## src/rtl/poly_eval_mac.sv

```systemverilog
// Horner-method polynomial evaluator with a single MAC.
// Supports runtime degree, derivative mode and sticky overflow.
module poly_eval_mac #(
  parameter int DATA_W  = 8,
  parameter int RES_W   = 16,
  parameter int MAX_DEG = 4,
  localparam int DEG_W  = $clog2(MAX_DEG + 1)
) (
  input  logic                          clk,
  input  logic                          reset,
  input  logic                          in_valid,
  output logic                          in_ready,
  input  logic                          in_mode,
  input  logic [DEG_W-1:0]              in_deg,
  input  logic [DATA_W-1:0]             in_x,
  input  logic [(MAX_DEG+1)*DATA_W-1:0] in_coef,
  output logic                          out_valid,
  input  logic                          out_ready,
  output logic [RES_W-1:0]              result,
  output logic                          out_ovf
);

  typedef enum logic [1:0] {
    IDLE,
    CALC,
    DONE
  } state_t;

  localparam int NC = MAX_DEG + 1;
  localparam int KW = DEG_W + 1;
  localparam int DW = DATA_W + KW;
  localparam int XW = DW + RES_W;
  localparam int PW = RES_W + DATA_W;
  localparam logic [DEG_W-1:0] MAXD = DEG_W'(MAX_DEG);

  state_t state_q, state_d;
  logic [RES_W-1:0] acc_q, acc_d;
  logic [RES_W-1:0] result_q, result_d;
  logic [DEG_W-1:0] cnt_q, cnt_d;
  logic [DATA_W-1:0] x_q, x_d;
  logic [RES_W-1:0] coef_q [NC];
  logic [RES_W-1:0] coef_d [NC];
  logic ovf_q, ovf_d;
  logic out_ovf_q, out_ovf_d;
  logic out_valid_q, out_valid_d;

  logic [(NC+1)*DATA_W-1:0] coef_x;
  logic [DEG_W-1:0] n_eff, e_eff;
  logic [RES_W-1:0] ceff [NC];
  logic [DW-1:0] dprod;
  logic [XW-1:0] dext;
  logic trunc;

  assign coef_x = {{DATA_W{1'b0}}, in_coef};

  // Effective coefficient set for the requested mode, built at accept time
  always_comb begin
    n_eff = (in_deg > MAXD) ? MAXD : in_deg;
    e_eff = n_eff;
    if (in_mode) begin
      e_eff = (n_eff == '0) ? '0 : n_eff - 1'b1;
    end
    trunc = 1'b0;
    dprod = '0;
    dext  = '0;
    for (int k = 0; k < NC; k++) begin
      ceff[k] = RES_W'(coef_x[k*DATA_W +: DATA_W]);
      if (in_mode) begin
        if (k < MAX_DEG) begin
          dprod = DW'(k + 1) * DW'(coef_x[(k+1)*DATA_W +: DATA_W]);
          dext  = XW'(dprod);
          ceff[k] = dext[RES_W-1:0];
          if ((DEG_W'(k) < n_eff) && (dext[XW-1:RES_W] != '0)) begin
            trunc = 1'b1;
          end
        end else begin
          ceff[k] = '0;
        end
      end
    end
    if (in_mode && (n_eff == '0)) begin
      ceff[0] = '0;
    end
  end

  logic [PW-1:0] mul;
  logic [RES_W:0] sum;
  logic [DEG_W-1:0] cidx;
  logic step_ovf;

  assign cidx = cnt_q - 1'b1;
  assign mul = PW'(acc_q) * PW'(x_q);
  assign sum = {1'b0, mul[RES_W-1:0]} + {1'b0, coef_q[cidx]};
  assign step_ovf = (mul[PW-1:RES_W] != '0) || sum[RES_W];

  always_comb begin
    state_d     = state_q;
    acc_d       = acc_q;
    cnt_d       = cnt_q;
    x_d         = x_q;
    coef_d      = coef_q;
    ovf_d       = ovf_q;
    result_d    = result_q;
    out_ovf_d   = out_ovf_q;
    out_valid_d = out_valid_q;
    unique case (state_q)
      IDLE: begin
        if (in_valid) begin
          x_d     = in_x;
          coef_d  = ceff;
          acc_d   = ceff[e_eff];
          cnt_d   = e_eff;
          ovf_d   = trunc;
          state_d = CALC;
        end
      end
      CALC: begin
        if (cnt_q == '0) begin
          state_d = DONE;
        end else begin
          acc_d = sum[RES_W-1:0];
          cnt_d = cidx;
          ovf_d = ovf_q | step_ovf;
        end
      end
      DONE: begin
        // First DONE cycle publishes the result; the handshake follows
        if (!out_valid_q) begin
          out_valid_d = 1'b1;
          result_d    = acc_q;
          out_ovf_d   = ovf_q;
        end else if (out_ready) begin
          out_valid_d = 1'b0;
          state_d     = IDLE;
        end
      end
      default: state_d = IDLE;
    endcase
  end

  always_ff @(posedge clk) begin
    if (!reset) begin
      state_q     <= IDLE;
      acc_q       <= '0;
      cnt_q       <= '0;
      x_q         <= '0;
      ovf_q       <= 1'b0;
      result_q    <= '0;
      out_ovf_q   <= 1'b0;
      out_valid_q <= 1'b0;
      for (int k = 0; k < NC; k++) begin
        coef_q[k] <= '0;
      end
    end else begin
      state_q     <= state_d;
      acc_q       <= acc_d;
      cnt_q       <= cnt_d;
      x_q         <= x_d;
      ovf_q       <= ovf_d;
      result_q    <= result_d;
      out_ovf_q   <= out_ovf_d;
      out_valid_q <= out_valid_d;
      coef_q      <= coef_d;
    end
  end

  assign in_ready  = (state_q == IDLE);
  assign out_valid = out_valid_q;
  assign result    = result_q;
  assign out_ovf   = out_ovf_q;

endmodule

```

## config.mk

```make
export PLATFORM = sky130hd
export DESIGN_NAME = poly_eval_mac
export DESIGN_NICKNAME = d
export VERILOG_FILES = /design/src/rtl/poly_eval_mac.sv
export SDC_FILE = /design/constraint.sdc
export NUM_CORES = 1
export LEC_CHECK = 0
export CAP_MARGIN = 15
export CORE_MARGIN = 2
export CORE_UTILIZATION = 55
export CTS_CLUSTER_SIZE = 14
export DETAILED_ROUTE_END_ITERATION = 16
export HOLD_SLACK_MARGIN = 0.12
export PLACE_DENSITY = 0.9
export SLEW_MARGIN = 15
export SYNTH_ARGS = -nofsm -noshare
export SYNTH_HDL_FRONTEND = slang
export SYNTH_SLANG_ARGS = --single-unit
```

## constraint.sdc

```tcl
create_clock -name clk -period 4.7 [get_ports clk]
set_input_delay 0.705 -clock clk [delete_from_list [all_inputs] [get_ports clk]]
set_output_delay 0.705 -clock clk [all_outputs]
set_load 0.03 [all_outputs]
```

==> impl_results.md <==
* Vias in the first global route at 9207
* Layout cell share with drive strength beyond 1 at 0.1712
* Worst Hold Class: register to register
* Hpwl dp at 20340 um
* Cell Count, Final, Fillers Out at 1498
* Met2 usage at 0.5482
* Synth Flop Type: dfxtp_1
* Critical Path RT at 4.93 ns
* I/O Buffers at 74
* Iter 0 DRT Violations at 905
* FF+latch count, synth at 93
* R2r worst-path depth at 20
* Crit-path cells: buf_6 > nand2_4 > fa_1 > fa_1 > inv_1 > fa_1 > inv_1 > fa_1 > inv_2 > ha_4 > nand2_4 > o31a_1 > xnor2_2 > ha_1 > nand2_2 > o41ai_4 > a21oi_2 > nor3b_2 > xnor2_1 > o21ai_1
* Mean Syn Cell Area at 8.228 um2
* Asr flop ratio synth at 0
* Hold-fix buffers, CTS at 0
* Synth area leader: dfxtp_1
* Post-route setup slack at -0.3217 ns
* Worst-Margin Slew at 1.088 ns
* Leading cell type by number of instances after synthesis: nand2_1
* Finish-stage setup viols at 8
* Grt peak-use layer: met2
* Critical Path Start Type: register
* Grt ovf at 0
* Initial core utilization at 0.5552
* Leakage power at 5.255 nW
* Max-cap violations at 0
* Fin. max-slew vios at 0
* Netlist cell types at 73
* Final Cycle Share at 1.068
* Post-synth EDFFs at 0
* Clk Tree Root Cell: clkbuf_16
* Status: finished with violations
* CTS tree: yes
* Maximum root-to-sink buffer count at 2
* CP max stage delay at 0.49 ns
* I/O Pins at 75
* Cell Area, Synth at 0.009503 mm2
* Core Util, Final at 0.6850
* Drt drc at 0
* Final Hold Fails at 0
* Area Overhead vs Synth at 23.38%
* Largest cells by area after synthesis: dfxtp_1 (20%), fa_1 (18%), ha_1 (8.4%)
* Syn Inst Count at 1155
* WP buf/inv at 4
* Clock transition at path regs at 0.07 ns
* Largest net degree at the start of global routing at 70
* Cell count along the critical path at 20
* Crit-path leading delay family: adder cells
* Critical path type: register to register
* CP endpoint kind: register
* Dpl cells at 1463
* Min Tclk post-route at 5.022 ns
* Core area at 0.01712 mm2
* WP data arrival at 5.25 ns
* DR WL/cell at 19.52 um
* Post-synth top cells: nand2_1 (165), inv_1 (104), and2_1 (99), dfxtp_1 (93), a21oi_1 (92)
* DR vias at 9233
* Syn_nets at 1361
* Die width at 135.4 um
* Ys Warns at 0
* Worst-case clock skew at 0.009974 ns
* Achievable Freq at 0.1991 GHz
* Filler cells at 1198
* Crit-path slowest cell: fa_1
* CTS Sinks at 93
* Sequential-to-total area share from yosys stat at 0.1959
* Most used cell, CP: fa_1
* Post-synth top area share at 0.1959
* CTS Buf Count at 9
* Critical Path Fanout Max at 5
* RePlAce Congestion at 0.9192
* RSZ-0062 raised after global routing: yes
* Failing checks: setup timing
* H-tree levels at 3
* Routing usage on met3 at 0.05574
* Die area at 0.01835 mm2
* Die Y at 135.4 um
* Clk_lat worst skew at 0.35 ns
* GRT met1 Usage at 0.3671
* Num rows at 48
* Pre-antenna DRT Iters at 7
* WHS Path Cells at 2
* Nets at 1474
* Max transition margin at 0.2729
* Maximum vdd ir drop at 0.2225 mV
* Via/cell ratio at 6.164
* Pwr/cell area at 253.4 mW/mm2
* Antenna-violating nets left at 0
* DRT Wirelength at 29240 um
* First-pass GRT wire length at 44800 um
* GRT Overall Usage at 0.3081
* Antenna violations before repair at 0
* ANT cells at 0
[final cells by class]
type | instances | area, um2 | area share
clock inverter | 7 | 77.57 | 0.006616
inverter | 105 | 394.1 | 0.03361
tap | 225 | 281.5 | 0.02401
clock buffer | 9 | 225.2 | 0.01921
sequential | 93 | 1907 | 0.1626
timing repair buffer | 170 | 1515 | 0.1292
multi-input combinational | 889 | 7325 | 0.6247
[registers in the layout (all words and copies together), names as in the netlist]
register,flops
out_ovf,1
acc_q,16
coef_q,45
result,16
x_q,8
cnt_q,3
out_valid,1
ovf_q,1
state_q,2
[cell usage in the layout, fill, tap and decap left out, drive strengths merged, types with 5 or more instances in the layout]
master	Yosys	layout
o211ai	12	12
nand3b	9	9
clkdlybuf4s50	0	73
nor2	71	71
mux4	12	12
fa	86	86
nand3	28	28
a21o	10	10
o21ai	36	36
clkbuf	58	9
nor2b	11	11
xor2	10	10
a211oi	23	23
inv	104	109
nand2	165	165
o31ai	5	5
and2	100	100
xnor2	23	23
ha	64	64
a311oi	6	6
nor3	17	17
nand2b	6	6
buf	9	97
a21oi	92	92
dfxtp	93	93
and3	6	6
or3	5	5
a31oi	8	8
mux2i	30	30
[report_power, final]
part,switching (mW),internal (mW),leakage [nW]
Clock,0.345,0.421,0.153
Sequential,0.0778,0.863,0.770
Combinational,0.716,0.548,4.33
Total,1.14,1.83,5.25
[tightest hold or removal path, stage by stage (launching register included)]
cell and delay (ns):
dfxtp_1 0.31, nand2_1 0.05, a21oi_1 0.05
[per-stage QoR]
stage               total power, mW  setup TNS (ns)  setup slack [ns]  hold WS (ns)  instance area [um2]
floorplan                     1.643        -0.07797          -0.07499        0.4312                 9628
CTS                           2.870         -0.6286           -0.1984        0.4538                11520
global placement              2.008         -0.8626           -0.1764        0.4382                10890
global route                  3.102          -3.146           -0.3982        0.4661                11730
finish                        2.971          -1.864           -0.3217        0.4533                11730
detailed placement            2.049          -1.946           -0.3514        0.4458                10890
[worst paths after layout]
path	startpoint	end	slack [ns]
max	x_q[3]	acc_q[13]	-0.32
min	coef_q[56]	coef_q[56]	0.45
max reg2reg	x_q[3]	acc_q[13]	-0.32
min reg2reg	coef_q[56]	coef_q[56]	0.45
[repair_timing]
action | in CTS | in global routing
setup buffers | 15 | 7
endpoints found under the hold margin | 0 | 0
endpoints found under the setup margin | 9 | 10
gates resized for setup | 65 | 44
pin swaps | 39 | 38
[metal layers]
metal | share of wire | vias to the layer above
li1 | - | 4102
met1 | 0.37 | 4386
met2 | 0.49 | 556
met3 | 0.077 | 189
met4 | 0.061 | 0
met5 | 0 | -
[kinds of logic (layout without fill, tap and decap cells)]
kind of cell | count (synthesis) | count (layout) | share of synthesized area
AO/OA/AOI/OAI | 233 | 233 | 0.1562
XOR/XNOR | 33 | 33 | 0.03041
adder cells (fa/ha/maj) | 150 | 150 | 0.2654
buffers and inverters | 173 | 291 | 0.07163
flip-flops | 93 | 93 | 0.1959
multiplexers | 43 | 43 | 0.06122
AND/OR/NAND/NOR | 430 | 430 | 0.2192
Note: power is estimated with default switching activity, not from simulation.
